==> src/rtl/daq_raw_fmt.sv <==
// Raw-hit readout formatter: per request, fetches one frame per time bin
// from the raw hit memory, serialises layers into CHUNK-bit words with
// optional layer/time-bin zero suppression, pads to a multiple of four
// words and closes the frame with a word-count trailer.
//
// state  | meaning
// -------+------------------------------------------------------------
// IDLE   | waiting for a readout request
// HDR    | header word presented, waiting for it to transfer
// FETCH  | raw memory read strobe for the current time bin
// LOAD   | raw memory data captured into the frame buffer
// EMIT   | walking layers/chunks of the buffered time bin
// PAD    | emitting pad words until the frame length fits, then trailer
// TRAIL  | trailer presented, waiting for it to transfer
module daq_raw_fmt #(
  parameter int NLAYERS = 6,
  parameter int LYW     = 64,
  parameter int CHUNK   = 12,
  parameter int AW      = 8,
  parameter int TBW     = 5
) (
  input  logic                     clk,
  input  logic                     hard_rst,
  input  logic                     req_valid,
  output logic                     req_ready,
  input  logic [AW-1:0]            req_addr,
  input  logic [TBW-1:0]           req_tbins,
  input  logic                     zs,
  output logic                     rd_en,
  output logic [AW-1:0]            rd_addr,
  input  logic [NLAYERS*LYW-1:0]   rd_data,
  output logic                     out_valid,
  input  logic                     out_ready,
  output logic [CHUNK+1:0]         out_data,
  output logic                     busy
);

  localparam int NCH = (LYW + CHUNK - 1) / CHUNK;
  localparam int LIW = (NLAYERS > 1) ? $clog2(NLAYERS) : 1;
  localparam int CIW = (NCH > 1) ? $clog2(NCH) : 1;
  localparam int WCW = CHUNK - 4;

  localparam logic [2:0] S_IDLE  = 3'd0;
  localparam logic [2:0] S_HDR   = 3'd1;
  localparam logic [2:0] S_FETCH = 3'd2;
  localparam logic [2:0] S_LOAD  = 3'd3;
  localparam logic [2:0] S_EMIT  = 3'd4;
  localparam logic [2:0] S_PAD   = 3'd5;
  localparam logic [2:0] S_TRAIL = 3'd6;

  localparam logic [1:0] T_DATA  = 2'b00;
  localparam logic [1:0] T_LAYER = 2'b01;
  localparam logic [1:0] T_TBIN  = 2'b10;
  localparam logic [1:0] T_CTRL  = 2'b11;

  localparam logic [3:0] K_HDR   = 4'hA;
  localparam logic [3:0] K_PAD   = 4'h3;
  localparam logic [3:0] K_TRAIL = 4'hE;

  localparam logic [LIW-1:0] LAST_LYR = LIW'(NLAYERS - 1);
  localparam logic [CIW-1:0] LAST_CHK = CIW'(NCH - 1);

  logic [2:0]               state;
  logic [AW-1:0]            base_q;
  logic [TBW-1:0]           tbins_q;
  logic                     zs_q;
  logic [TBW-1:0]           tb;
  logic [LIW-1:0]           lyr;
  logic [CIW-1:0]           chk;
  logic [WCW-1:0]           wc;
  logic                     emit_done;
  logic [NLAYERS*LYW-1:0]   frame_buf;

  logic [LYW-1:0]           layer_bits;
  logic [NCH*CHUNK-1:0]     layer_ext;
  logic                     bin_zero;
  logic                     layer_zero;

  logic                     gen_valid;
  logic                     gen_last;
  logic                     gen_trail;
  logic [CHUNK+1:0]         gen_word;

  logic                     load;
  logic                     xfer;
  logic                     accept;
  logic [TBW:0]             tb_next;
  logic                     more_bins;

  assign req_ready = (state == S_IDLE);
  assign busy      = (state != S_IDLE);
  assign accept    = req_valid & req_ready;
  assign rd_en     = (state == S_FETCH);
  // Address wraps modulo 2^AW; held at zero outside the read strobe.
  assign rd_addr   = (state == S_FETCH) ? base_q + AW'(tb) : '0;

  // The output register accepts a new word whenever it is empty or draining.
  assign load      = gen_valid & (~out_valid | out_ready);
  assign xfer      = out_valid & out_ready;

  assign tb_next   = {1'b0, tb} + 1'b1;
  assign more_bins = (tb_next < {1'b0, tbins_q});

  // Select the current layer and zero-extend it to a whole number of chunks.
  always_comb begin
    layer_bits = frame_buf[int'(lyr)*LYW +: LYW];
    layer_ext  = '0;
    layer_ext[LYW-1:0] = layer_bits;
    bin_zero   = (frame_buf == '0);
    layer_zero = (layer_bits == '0);
  end

  // Next-word generator: what the output register would take next.
  always_comb begin
    gen_valid = 1'b0;
    gen_last  = 1'b0;
    gen_trail = 1'b0;
    gen_word  = '0;
    case (state)
      S_IDLE: begin
        gen_valid = req_valid;
        gen_word  = {T_CTRL, K_HDR, WCW'(req_tbins)};
      end
      S_EMIT: begin
        if (!emit_done) begin
          gen_valid = 1'b1;
          if (zs_q && bin_zero) begin
            gen_word = {T_TBIN, CHUNK'(tb)};
            gen_last = 1'b1;
          end else if (zs_q && layer_zero) begin
            gen_word = {T_LAYER, CHUNK'(lyr)};
            gen_last = (lyr == LAST_LYR);
          end else begin
            gen_word = {T_DATA, layer_ext[int'(chk)*CHUNK +: CHUNK]};
            gen_last = (lyr == LAST_LYR) && (chk == LAST_CHK);
          end
        end
      end
      S_PAD: begin
        gen_valid = 1'b1;
        if (wc[1:0] == 2'b11) begin
          gen_trail = 1'b1;
          gen_word  = {T_CTRL, K_TRAIL, wc};
        end else begin
          gen_word  = {T_CTRL, K_PAD, {WCW{1'b0}}};
        end
      end
      default: ;
    endcase
  end

  // Output register and running word count (header counts as the first word).
  always_ff @(posedge clk or negedge hard_rst) begin
    if (!hard_rst) begin
      out_valid <= 1'b0;
      out_data  <= '0;
      wc        <= '0;
    end else begin
      if (xfer) begin
        out_valid <= 1'b0;
      end
      if (load) begin
        out_valid <= 1'b1;
        out_data  <= gen_word;
        if (!gen_trail) begin
          wc <= (state == S_IDLE) ? WCW'(1) : wc + 1'b1;
        end
      end
    end
  end

  // Frame sequencing: request latch, time-bin walk and layer/chunk walk.
  always_ff @(posedge clk or negedge hard_rst) begin
    if (!hard_rst) begin
      state     <= S_IDLE;
      base_q    <= '0;
      tbins_q   <= '0;
      zs_q      <= 1'b0;
      tb        <= '0;
      lyr       <= '0;
      chk       <= '0;
      emit_done <= 1'b0;
      frame_buf <= '0;
    end else begin
      case (state)
        S_IDLE: begin
          if (accept) begin
            base_q  <= req_addr;
            tbins_q <= req_tbins;
            zs_q    <= zs;
            tb      <= '0;
            state   <= S_HDR;
          end
        end
        S_HDR: begin
          if (xfer) begin
            state <= (tbins_q == '0) ? S_PAD : S_FETCH;
          end
        end
        S_FETCH: begin
          state <= S_LOAD;
        end
        S_LOAD: begin
          frame_buf <= rd_data;
          lyr       <= '0;
          chk       <= '0;
          emit_done <= 1'b0;
          state     <= S_EMIT;
        end
        S_EMIT: begin
          if (load) begin
            if (gen_last) begin
              emit_done <= 1'b1;
            end else if ((zs_q && layer_zero) || (chk == LAST_CHK)) begin
              lyr <= lyr + 1'b1;
              chk <= '0;
            end else begin
              chk <= chk + 1'b1;
            end
          end
          // Leave only once the last word of the bin has gone downstream,
          // so nothing is pending while the next read is in flight.
          if (emit_done && xfer) begin
            emit_done <= 1'b0;
            if (more_bins) begin
              tb    <= tb + 1'b1;
              state <= S_FETCH;
            end else begin
              state <= S_PAD;
            end
          end
        end
        S_PAD: begin
          if (load && gen_trail) begin
            state <= S_TRAIL;
          end
        end
        S_TRAIL: begin
          if (xfer) begin
            state <= S_IDLE;
          end
        end
        default: state <= S_IDLE;
      endcase
    end
  end

endmodule

==> config.mk <==
export PLATFORM = sky130hd
export DESIGN_NAME = daq_raw_fmt
export DESIGN_NICKNAME = d
export VERILOG_FILES = /design/src/rtl/daq_raw_fmt.sv
export SDC_FILE = /design/constraint.sdc
export NUM_CORES = 1
export LEC_CHECK = 0
export BUFFER_PORTS_ARGS = -buffer_cell sky130_fd_sc_hd__buf_2
export CORE_ASPECT_RATIO = 1.25
export CORE_MARGIN = 4
export CORE_UTILIZATION = 45
export DETAILED_ROUTE_END_ITERATION = 10
export PLACE_DENSITY_LB_ADDON = 0.12
export SLEW_MARGIN = 20
export SYNTH_ARGS = -nofsm -noshare
export SYNTH_HDL_FRONTEND = slang
export SYNTH_SLANG_ARGS = --single-unit
export TNS_END_PERCENT = 1
==> constraint.sdc <==
create_clock -name clk -period 3.95 [get_ports clk]
set_input_delay 0.395 -clock clk [delete_from_list [all_inputs] [get_ports clk]]
set_output_delay 0.395 -clock clk [all_outputs]
set_load 0.01 [all_outputs]
Word level (Yosys, flattened, before mapping):

Index checks and enable logic that the tools add are counted.

* add/subtract/negate cells: 6
* multiply operators: 1
* div/mod/pow operators: 0
* $lt $le $gt $ge: 1
* equality and inequality tests: 20
* shift-type cells: 2
* mux-type cells: 41
* bitwise operators: 6
* reduce and logical (&&, ||, !) cells: 21

Operator list (count)
* 384-bit zero test: 1
* 384-bit by 10-bit variable part select with 64-bit output: 1
* 72-bit by 8-bit variable part select with 12-bit output: 1
* 64-bit zero test: 1
* 14-bit case mux with 3 select lines: 1
* 3-bit two-way mux: 13
* 14-bit two-way mux: 2
* 3-bit case mux with 7 select lines: 1
* 8-bit two-way mux: 2
* 2-bit inequality test, second input constant: 8
* 3-bit equality test, second input constant: 5
* 5-bit two-way mux: 3
* 13-bit two-way mux: 1
* 1-bit two-way mux: 12
* 12-bit two-way mux: 1
* 3-bit case mux with 2 select lines: 2
* 5-bit case mux with 2 select lines: 1
* 8-bit by 1-bit adder with 8-bit output, second input constant: 1
* 8-bit by 5-bit adder with 8-bit output: 1
* 4-bit AND reduction: 2
* 3-bit by 1-bit adder with 3-bit output, second input constant: 2
* 5-bit by 1-bit adder with 6-bit output, second input constant: 1
* 3-bit by 2-bit equality test with 1-bit output, second input constant: 2
* 6-bit by 5-bit less-than comparator with 1-bit output: 1
* 20 further kinds: 32

* register bits: 436
* bits in latches: 0
* RAM bits: 0
* ROM bits: 0
* input port bits: 402
* output and inout bits: 26
* word-level logic and storage cells: 110
* memories: 0

Logic depth before layout (Yosys ltp):

* word-level depth: 11
* depth in mapped cells: 15
* mapped depth without buffers: 10

Worst setup path after synthesis:

No wires, ideal clock.

* path type: register to register
* start point: register lyr[1]
* end point: register chk[1]
* library setup time: 128 ps
* arrival: 2881 ps
* required time: 3822 ps
* setup slack: 941 ps
* cell stages (with the launch flop): 12
* path buffers: 2
* period minus slack after synthesis: 3009 ps
* cell sequence: dfrtp_1 buf_2 buf_1 mux4_2 nor4_1 nand4_1 nor3_2 a31oi_2 o31ai_2 a21oi_1 o21ai_1 mux2_1

* word-level cells in the longest chain between the ends: 9
* elaborated cells between the ends (all ways): 16
* classes of those cells: eq/ne (2); shift (1); mux (8); reduce/logical (5)

Ends and longest elaborated chain
* from (decl): RTL line 68 `logic [LIW-1:0] lyr;`
* from (signal assigned): RTL line 215 `lyr <= lyr + 1'b1;`
* 384-bit by 10-bit variable part select with 64-bit output: RTL line 106 `layer_bits = frame_buf[int'(lyr)*LYW +: LYW];`
* 64-bit zero test: RTL line 110 `layer_zero = (layer_bits == '0);`
* 1-bit logical AND: RTL line 130, 214
* 1-bit two-way mux: RTL line 130 `end else if (zs_q && layer_zero) begin`
* 1-bit two-way mux: RTL line 127 `if (zs_q && bin_zero) begin`
* 1-bit two-way mux: RTL line 125 `if (!emit_done) begin`
* 1-bit two-way mux: RTL line 119 `case (state)`
* 2-bit inequality test (no source line)
* 3-bit AND reduction (no source line)
* to (signal assigned): RTL line 218 `chk <= chk + 1'b1;`
* to (decl): RTL line 69 `logic [CIW-1:0] chk;`

Several ways; a longest one is shown, not always the timed one. The select of a mux whose other input is x is not followed.
A chain may end at the register's enable or synchronous reset.

Worst setup path after layout:

* start point: register lyr[0]
* end point: register chk[1]

The elaborated chain is that of the path after synthesis.

==> run_results.csv <==
group,metric,value,unit
clocking,clk_pin_slew,60,ps
placed_design,dp.cells,3542,
critical_path,path_cells,"buf_12, buf_4, mux4_2, nor4_1, nand3_1, o31ai_1, o21ai_1, o31ai_2, a21oi_1, o21ai_1, mux2_1",
synth,yosys-top-cells-area,"dfrtp_1 49%, nand2_1 20%, mux4_2 6.3%",
critical_path,worstPathRequired,4400,ps
drt,dr.first_iter.drc_count,2327,
drt,routed_wl,96.90,mm
sta,setup_viol,0,
clocking,cts_resized,0,
pwr,p_per_area,880.1,mW/mm²
synth,synth_cell_types,69,
final_layout,fill_cells,4419,
synth,synth_edf_count,0,
global_route,grt_max_degree,198,
floorplanning,core,0.04842,mm²
sta,slew_headroom,0.2793,
synth,synth-async-reset-ratio,1.000,
critical_path,path_buf_inv,2,
final_layout,multi_input_area,0.01044,mm²
global_route,use_met1,0.4789,
placed_design,pre_cts_slack,325.6,ps
synth,synth_area_per_cell,8.693,µm²
synth,synth_commonest_cells,"1203 x nand2_1, 436 x dfrtp_1, 118 x nor4_1",
global_route,grt_overflow,0,
sta,setup_tns,0,ps
synth,yosysTopAreaCellShare,0.4949,
clocking,clock_latency,590,ps
final_layout,fin_util,0.5703,
floorplanning,initial_core_util,0.4553,
clocking,cts_sinks,436,
floorplanning,die_area,0.05262,mm²
drt,drc,0,
sta,worst_clock_skew,25.45,ps
pwr,ir_drop,0.0005768,V
global_route,grt_usage,0.3605,
synth,ys_seq_area_frac,0.4949,
synth,synthCells,2536,
run_status,outcome,"finished clean",
sta,maxSlewViolCount,0,
critical_path,cpMaxStageDelayCell,"mux4_2",
flow_run,cap_violations,0,
global_route,met2_usage,0.5837,
drt,routedWlPerCell,26.05,µm
floorplanning,boundaryPins,428,
sta,hold_viol,0,
drt,drtAntennaViolNets,0,
synth,synth_most_common_cell,"nand2_1",
synth,synth_flop_cell,"dfrtp_1",
sta,rsz0062_at_grt,"false",
critical_path,cp_common_cell,"o21ai_1",
critical_path,endpoint_kind,"flip-flop",
floorplanning,num_rows,90,
drt,firstDrtPassIters,6,
clocking,htreeDepth,2,
placed_design,io_buffers,427,
sta,tightest_slew,1054,ps
synth,synth_largest_area_cell,"dfrtp_1",
clocking,cts_made_buffers,45,
placed_design,place.gp.congestion,1.044,
clocking,clk_path_buf_depth,3,
placed_design,dp_hpwl,76.59,mm
final_layout,syn_to_final_growth,25.27,%
synth,synth-seq-cells,436,
sta,clock.fmax,268.3,MHz
synth,syn_nets,2956,
global_route,grt_pass1_wl,140.7,mm
final_layout,layout-drive-gt1-share,0.2211,
synth,netlist_area,0.02204,mm²
floorplanning,die_x,206.0,µm
sta,layout_setup_ws,222.3,ps
drt,via_count,21543,
global_route,grt_pass1_vias,21508,
global_route,antenna_found_initial,2,
critical_path,worst_ep_arrival_time,4180,ps
pwr,p_leak,13.56,nW
final_layout,regArea,0.01092,mm²
final_layout,layout.nets,3468,
sta,period_needed,3728,ps
floorplanning,die_h,255.5,µm
global_route,grt.busiest_layer,"met2",
hold_path,hold_class,"primary input to flip-flop",
critical_path,path_delay_family,"compound AO/OA/AOI/OAI gates",
drt,via_per_inst,5.791,
final_layout,final_cells,3720,
clocking,clock-root-buffer,"clkbuf_16",
clocking,cts_tree,"built",
critical_path,path_class,"flip-flop to flip-flop",
synth,yosys_warnings,0,
sta,fin_crit_sh,0.9437,
critical_path,max_stage_delay,580,ps
critical_path,critPathLaunchType,"flip-flop",
global_route,grtUsageMet3,0.05454,
critical_path,crit_fanout,28,
## path summary, 6_finish.rpt
check	cells past startpoint	endpoint	slack, ps	startpoint
min in group asynchronous	2	base_q[7]	450	hard_rst
worst min register to register	2	out_data[11]	500	out_data[11]
worst min-delay path	3	frame_buf[276]	20	rd_data[276]
worst max register to register	11	chk[1]	220	lyr[0]
max in group asynchronous	3	frame_buf[308]	2440	hard_rst
worst max-delay path	11	chk[1]	220	lyr[0]
## cells in the final DEF, fill, tap and decap left out, types with 8 or more instances in the layout
| cell type | count |
|---|---|
| buf_2 | 426 |
| clkbuf_16 | 47 |
| nor3_1 | 33 |
| nand4_1 | 31 |
| o21ai_0 | 54 |
| nand2b_1 | 8 |
| nand2_1 | 1203 |
| mux2_1 | 8 |
| mux2_2 | 30 |
| mux2i_1 | 57 |
| nand3_1 | 24 |
| ha_1 | 17 |
| a31oi_1 | 9 |
| inv_1 | 17 |
| nor2_1 | 78 |
| buf_12 | 14 |
| nor4_1 | 118 |
| o22ai_1 | 12 |
| a221oi_1 | 15 |
| dfrtp_1 | 434 |
| clkbuf_1 | 10 |
| dlygate4sd3_1 | 103 |
| mux4_2 | 62 |
| buf_4 | 67 |
| a21oi_1 | 71 |
## power by group
part	internal (W)	switching, W
Combinational	0.00404	0.00612
Clock	0.00241	0.00179
Sequential	0.00666	0.00329
## logic make-up after synthesis
group                    after synthesis  synth area share
AND/OR/NAND/NOR                     1533            0.2886
flip-flops                           436            0.4949
AO/OA/AOI/OAI                        219           0.06181
buffers and inverters                166           0.03269
multiplexers                         157            0.1086
adder cells (fa/ha/maj)               18           0.01056
XOR/XNOR                               7          0.002781
## stage by stage
step	total power [W]	area (µm²)	hold WS, ps
2_1_floorplan	0.01461	22040	99.41
3_3_place_gp	0.01965	25170	478.5
3_5_place_dp	0.01976	25170	474.5
4_1_cts	0.02409	27610	0.05684
5_1_grt	0.02551	27610	11.65
6_report	0.02431	27620	17.70
## cell type report
type | count | area share
sequential | 436 | 0.3953
multi-input combinational | 1934 | 0.3779
timing repair buffer | 611 | 0.1434
clock buffer | 63 | 0.04694
tap | 644 | 0.02918
clock inverter | 11 | 0.004395
inverter | 20 | 0.002718
antenna | 1 | 0.00009061
## registers in the layout, summed over array words and instances, names as in the netlist
register / cells
out_valid: 1
lyr: 3
tb: 5
zs_q: 1
frame_buf: 384
wc: 8
base_q: 8
chk: 3
out_data: 14
state: 3
emit_done: 1
tbins_q: 5
## per-layer routing
| layer | up-vias | wire [µm] |
|---|---|---|
| li1 | 9605 | - |
| met1 | 10621 | 38280 |
| met2 | 1052 | 46450 |
| met3 | 263 | 6676 |
| met4 | 2 | 5481 |
| met5 | - | 13 |
## tightest hold or removal path, delay by kind of cell
kind / cells / cell delay, ps
buffers and inverters: 1 / 70
AND/OR/NAND/NOR: 2 / 90
## repair_timing
item / 4_1_cts / 5_1_grt
setup buffers: 0 / 0
hold buffers: 103 / 0
endpoints found under the hold margin: 182 / 0
No activity file was read; power rests on OpenSTA's default activity.
